===== src/rtl/control_unit.sv =====
// Multicycle main controller for the CPU datapath.
// Moore FSM: fetch, decode, then one execute/memory/writeback path per
// instruction class, plus a two-state exception sequence (EPC save, vector).
module control_unit #(
  parameter int MEM_WAIT = 1
) (
  input  logic       clock,
  input  logic       reset,
  input  logic [5:0] opcode,
  input  logic [5:0] funct,
  input  logic       overflow,
  input  logic       eq,
  output logic       PCWrite,
  output logic       MemWrite,
  output logic       IRWrite,
  output logic       RegWrite,
  output logic       ABWrite,
  output logic       ALUOutControl,
  output logic       MDRWrite,
  output logic       EPCWrite,
  output logic [2:0] ALU_Control,
  output logic       IorD,
  output logic       ALUSrcA,
  output logic [1:0] ALUSrcB,
  output logic [1:0] PCSource,
  output logic       RegDst,
  output logic       DataSrc,
  output logic [1:0] SSControl,
  output logic       exc_sel,
  output logic [4:0] state_out
);

  typedef enum logic [4:0] {
    FETCH   = 5'd0,
    WAIT    = 5'd1,
    IR_LOAD = 5'd2,
    DECODE  = 5'd3,
    R_EXEC  = 5'd4,
    R_WB    = 5'd5,
    I_EXEC  = 5'd6,
    I_WB    = 5'd7,
    ADDR    = 5'd8,
    LW_RD   = 5'd9,
    LW_WAIT = 5'd10,
    LW_MDR  = 5'd11,
    LW_WB   = 5'd12,
    SW_WR   = 5'd13,
    BRANCH  = 5'd14,
    JUMP    = 5'd15,
    EXC_EPC = 5'd16,
    EXC_JMP = 5'd17
  } state_t;

  localparam logic [2:0] ALU_ADD = 3'b001;
  localparam logic [2:0] ALU_SUB = 3'b010;
  localparam logic [2:0] ALU_AND = 3'b011;
  localparam logic [2:0] ALU_CMP = 3'b111;

  localparam logic [5:0] OP_R    = 6'h00;
  localparam logic [5:0] OP_J    = 6'h02;
  localparam logic [5:0] OP_BEQ  = 6'h04;
  localparam logic [5:0] OP_BNE  = 6'h05;
  localparam logic [5:0] OP_ADDI = 6'h08;
  localparam logic [5:0] OP_LW   = 6'h23;
  localparam logic [5:0] OP_SW   = 6'h2B;

  localparam logic [5:0] FN_ADD = 6'h20;
  localparam logic [5:0] FN_SUB = 6'h22;
  localparam logic [5:0] FN_AND = 6'h24;

  // Last count value of a memory wait window; unused when MEM_WAIT is 0.
  localparam logic [1:0] WAIT_LAST = 2'((MEM_WAIT > 0) ? (MEM_WAIT - 1) : 0);
  localparam bit         SKIP_WAIT = (MEM_WAIT == 0);

  state_t     state_q;
  state_t     state_d;
  logic [1:0] wait_cnt;
  logic       wait_done;
  logic       r_arith;
  logic       r_valid;
  logic       br_taken;
  logic       ovf_trap;
  logic       bad_op;

  assign wait_done = (wait_cnt == WAIT_LAST);
  assign r_arith   = (funct == FN_ADD) || (funct == FN_SUB);
  assign r_valid   = r_arith || (funct == FN_AND);
  assign br_taken  = ((opcode == OP_BEQ) && eq) || ((opcode == OP_BNE) && !eq);
  // Only add/sub in R_EXEC and addi in I_EXEC may trap; and never traps.
  assign ovf_trap  = overflow && (((state_q == R_EXEC) && r_arith) || (state_q == I_EXEC));
  assign bad_op    = (state_q == DECODE) && (state_d == EXC_EPC);
  assign state_out = state_q;

  // State register
  always_ff @(posedge clock or posedge reset) begin
    if (reset) state_q <= FETCH;
    else       state_q <= state_d;
  end

  // Memory wait counter: runs only inside WAIT / LW_WAIT, cleared elsewhere
  always_ff @(posedge clock or posedge reset) begin
    if (reset)                                         wait_cnt <= 2'd0;
    else if ((state_q == WAIT) || (state_q == LW_WAIT)) wait_cnt <= wait_done ? 2'd0 : wait_cnt + 2'd1;
    else                                               wait_cnt <= 2'd0;
  end

  // Exception cause latch: invalid opcode clears it, arithmetic overflow sets it
  always_ff @(posedge clock or posedge reset) begin
    if (reset)         exc_sel <= 1'b0;
    else if (bad_op)   exc_sel <= 1'b0;
    else if (ovf_trap) exc_sel <= 1'b1;
  end

  // Next-state decode
  always_comb begin
    state_d = state_q;
    case (state_q)
      FETCH:   state_d = SKIP_WAIT ? IR_LOAD : WAIT;
      WAIT:    state_d = wait_done ? IR_LOAD : WAIT;
      IR_LOAD: state_d = DECODE;
      DECODE: begin
        case (opcode)
          OP_R:           state_d = r_valid ? R_EXEC : EXC_EPC;
          OP_ADDI:        state_d = I_EXEC;
          OP_LW, OP_SW:   state_d = ADDR;
          OP_BEQ, OP_BNE: state_d = BRANCH;
          OP_J:           state_d = JUMP;
          default:        state_d = EXC_EPC;
        endcase
      end
      R_EXEC:  state_d = ovf_trap ? EXC_EPC : R_WB;
      R_WB:    state_d = FETCH;
      I_EXEC:  state_d = ovf_trap ? EXC_EPC : I_WB;
      I_WB:    state_d = FETCH;
      ADDR:    state_d = (opcode == OP_SW) ? SW_WR : LW_RD;
      LW_RD:   state_d = SKIP_WAIT ? LW_MDR : LW_WAIT;
      LW_WAIT: state_d = wait_done ? LW_MDR : LW_WAIT;
      LW_MDR:  state_d = LW_WB;
      LW_WB:   state_d = FETCH;
      SW_WR:   state_d = FETCH;
      BRANCH:  state_d = FETCH;
      JUMP:    state_d = FETCH;
      EXC_EPC: state_d = EXC_JMP;
      EXC_JMP: state_d = FETCH;
      default: state_d = FETCH;
    endcase
  end

  // Output decode from state (eq/opcode only matter in BRANCH); all zero in reset
  always_comb begin
    PCWrite       = 1'b0;
    MemWrite      = 1'b0;
    IRWrite       = 1'b0;
    RegWrite      = 1'b0;
    ABWrite       = 1'b0;
    ALUOutControl = 1'b0;
    MDRWrite      = 1'b0;
    EPCWrite      = 1'b0;
    ALU_Control   = 3'b000;
    IorD          = 1'b0;
    ALUSrcA       = 1'b0;
    ALUSrcB       = 2'b00;
    PCSource      = 2'b00;
    RegDst        = 1'b0;
    DataSrc       = 1'b0;
    SSControl     = 2'b00;
    if (!reset) begin
      case (state_q)
        FETCH: begin
          ALUSrcB     = 2'b01;
          ALU_Control = ALU_ADD;
          PCWrite     = 1'b1;
        end
        IR_LOAD: IRWrite = 1'b1;
        DECODE: begin
          ABWrite       = 1'b1;
          ALUOutControl = 1'b1;
          ALUSrcB       = 2'b11;
          ALU_Control   = ALU_ADD;
        end
        R_EXEC: begin
          ALUSrcA       = 1'b1;
          ALUOutControl = 1'b1;
          case (funct)
            FN_SUB:  ALU_Control = ALU_SUB;
            FN_AND:  ALU_Control = ALU_AND;
            default: ALU_Control = ALU_ADD;
          endcase
        end
        R_WB: begin
          RegDst   = 1'b1;
          RegWrite = 1'b1;
        end
        I_EXEC, ADDR: begin
          ALUSrcA       = 1'b1;
          ALUSrcB       = 2'b10;
          ALU_Control   = ALU_ADD;
          ALUOutControl = 1'b1;
        end
        I_WB: RegWrite = 1'b1;
        LW_RD, LW_WAIT: IorD = 1'b1;
        LW_MDR: MDRWrite = 1'b1;
        LW_WB: begin
          DataSrc  = 1'b1;
          RegWrite = 1'b1;
        end
        SW_WR: begin
          IorD     = 1'b1;
          MemWrite = 1'b1;
        end
        BRANCH: begin
          ALUSrcA     = 1'b1;
          ALU_Control = ALU_CMP;
          PCSource    = 2'b01;
          PCWrite     = br_taken;
        end
        JUMP: begin
          PCSource = 2'b10;
          PCWrite  = 1'b1;
        end
        EXC_EPC: begin
          ALUSrcB     = 2'b01;
          ALU_Control = ALU_SUB;
          EPCWrite    = 1'b1;
        end
        EXC_JMP: begin
          PCSource = 2'b11;
          PCWrite  = 1'b1;
        end
        default: ;
      endcase
    end
  end

endmodule

===== config.mk =====
export PLATFORM = sky130hd
export DESIGN_NAME = control_unit
export DESIGN_NICKNAME = d
export VERILOG_FILES = /design/src/rtl/control_unit.sv
export SDC_FILE = /design/constraint.sdc
export NUM_CORES = 1
export LEC_CHECK = 0
export BUFFER_PORTS_ARGS = -buffer_cell sky130_fd_sc_hd__buf_2
export CORE_MARGIN = 3
export CORE_UTILIZATION = 50
export DETAILED_ROUTE_END_ITERATION = 16
export HOLD_SLACK_MARGIN = 0.15
export PLACE_DENSITY = 0.95
export SYNTH_ARGS = -nofsm -noshare
export SYNTH_HDL_FRONTEND = slang
export SYNTH_SLANG_ARGS = --single-unit

===== constraint.sdc =====
create_clock -name clock -period 3.8 [get_ports clock]
set_clock_uncertainty 0.15 [all_clocks]
set_input_delay 0.19 -clock clock [delete_from_list [all_inputs] [get_ports clock]]
set_output_delay 0.19 -clock clock [all_outputs]
set_load 0.01 [all_outputs]

==> results_dict.tcl <==
set metrics [dict create \
    setup_viol 0 \
    grt_use_met2_pct 45.0 \
    maxCapViolations 0 \
    synthesis.area_um2 976 \
    rr_startpoint "state_out[1]" \
    layout-drive-gt1-share_pct 27.5 \
    min_period_ps 2460 \
    grt_pass1_vias 1139 \
    status "finished clean" \
    clkTransAtPathRegs_ps 60 \
    cp.required_ps 3460 \
    final_cell_mix "buf_2, nor2_1, nand2_1, a21oi_1, dfrtp_1" \
    busiest_layer "met2" \
    tightest_slew_ps 753 \
    rrSetupSlack_ps 1550 \
    io_buffers 40 \
    max_freq_mhz 407 \
    syn-instance-count 144 \
    cts_tree "built" \
    finalWirelength_mm 3.04 \
    hpwl_mm 2.28 \
    synthArstFlopShare_pct 100 \
    final_antenna_net_count 0 \
    die_h_um 50.2 \
    ys.flop_type "dfrtp_1" \
    cts_sinks 8 \
    drc 0 \
    irDropWorstVdd_mv 0.300 \
    timing.rr.end "state_out[4]" \
    crit_path_end_kind "primary output" \
    post_cts_resized 0 \
    viasPerCell 6.02 \
    critical_path_class "reg2out" \
    wl_per_cell_um 15.0 \
    max_slew_margin_pct 49.8 \
    gr-usage-met1_pct 29.2 \
    gp_congestion 0.920 \
    start_kind "register" \
    cts_made_buffers 3 \
    grt_use_total_pct 26.2 \
    synth_cell_types 49 \
    rows 15 \
    ys_seq_elements 8 \
    drt_pass1_iterations 4 \
    hold_viol 0 \
    cp.arrival_ps 2120 \
    root_buffer "clkbuf_4" \
    leakage_nw 0.586 \
    clock_path_buffers 2 \
    final_nets 198 \
    hold-worst-slack_ps 181 \
    final_common_cell "buf_2" \
    grt_first_pass_wirelength_mm 5.04 \
    dieArea_um2 2520 \
    endpoint "ALUOutControl" \
    setup_tns_ps 0 \
    start_util_pct 54.7 \
    synth_warnings 0 \
    h-tree-depth 1 \
    globalRoute.totalOverflow 0 \
    hp-class "in2reg" \
    synth_area_per_cell_um2 6.78 \
    yosysSeqAreaShare_pct 20.5 \
    vias 1222 \
    insertion_delay_ps 270 \
    diodes 0 \
    fin_crit_sh_pct 64.7 \
    worst-path-max-fanout 27 \
    grt_start_max_net_pins 28 \
    synth-edff-count 0 \
    fillers 160 \
    critical_path.startpoint "state_out[1]" \
    r2r_cells 5 \
    synthToLayoutAreaGrowth_pct 23.7 \
    ioPinCount 43 \
    core_area_um2 1780 \
    grtUsageMet3_pct 4.45 \
    die_w_um 50.2 \
    cts_setup_buffers 0 \
    rsz0062_at_grt "false" \
    drt-initial-drc-count 39 \
    grt_antenna_before_repair 0 \
    p_per_area_nw_per_um2 540 \
    ctsHoldBuffers 3 \
    finalMaxSlewViolations 0 \
]
[how the worst min path moves through the flow]
| stage | from | to | slack, ps | cells after the start |
|---|---|---|---|---|
| 6_report | opcode[5] | state_out[1] | 180 | 4 |
| 5_1_grt | opcode[5] | state_out[1] | 200 | 4 |
| 4_1_cts | opcode[5] | state_out[1] | 170 | 4 |
| 3_5_place_dp | reset | state_out[1] | 80 | 2 |
| 3_3_place_gp | reset | state_out[4] | 70 | 2 |
| 2_1_floorplan | reset | exc_sel | -180 | 1 |
[final cells by class]
cell class                      count  area, um^2  area share [%]
Multi-Input combinational cell    118         701            58.0
Tap cell                           25        31.3            2.59
Timing Repair Buffer               43         230            19.1
Inverter                            6        22.5            1.87
Sequential cell                     8         200            16.6
Clock buffer                        3        22.5            1.87
[critical path: stages, from the launching register on]
cell     delay [ps]
dfrtp_1         660
nor2_1          450
nand2_1         140
a21oi_1         230
a21oi_1          60
nor3_1          140
buf_2           160
[Yosys cell counts (3+ instances only)]
cell | count | share of area [%]
a31oi_1 | 4 | 2.6
nand3_1 | 5 | 2.6
clkbuf_1 | 9 | 3.5
nor2b_1 | 3 | 1.9
nor4_1 | 7 | 4.5
nand2_1 | 15 | 5.8
nand2b_1 | 4 | 2.6
nor2_1 | 19 | 7.3
inv_1 | 4 | 1.5
nor3_1 | 7 | 3.6
dfrtp_1 | 8 | 21
a21oi_1 | 11 | 5.6
[through the flow]
step	power, W	setup WS (ps)	instances	utilization [%]	cell area (um^2)
floorplan	0.000452	1800	145	-	980
global placement	0.000546	1770	197	64.8	1150
detailed placement	0.000566	1670	197	64.8	1150
CTS	0.000641	1400	203	67.7	1210
global route	0.000702	1150	203	67.7	1210
finish	0.000653	1340	203	67.7	1210
[where the power goes]
part           internal (W)  switching, W
logic              0.000156      0.000226
registers          0.000104     0.0000973
clock network     0.0000364     0.0000335
[routing by layer]
metal / wire [um] / up-vias / share of wire (%)
li1: - / 583 / -
met1: 1170 / 552 / 39
met2: 1510 / 78 / 50
met3: 268 / 9 / 8.8
met4: 88 / 0 / 2.9
met5: 0 / - / 0
[sequential cells by signal, indices dropped and copies added (netlist names)]
name,count
exc_sel,1
state_out,5
wait_cnt,2
[cells by family (layout without fill, tap and decap cells)]
family          after synthesis  count (layout)  synth area share (%)
simple gates                 77              77                  42.2
compound gates               33              33                  22.6
buf+inv                      19              52                  8.08
flops                         8               8                  20.5
xor+xnor                      3               3                  2.69
fa+ha+maj                     2               2                  2.56
other cells                   1               2                 0.384
mux                           1               1                  1.03
Power figures use the tool's default switching activity.
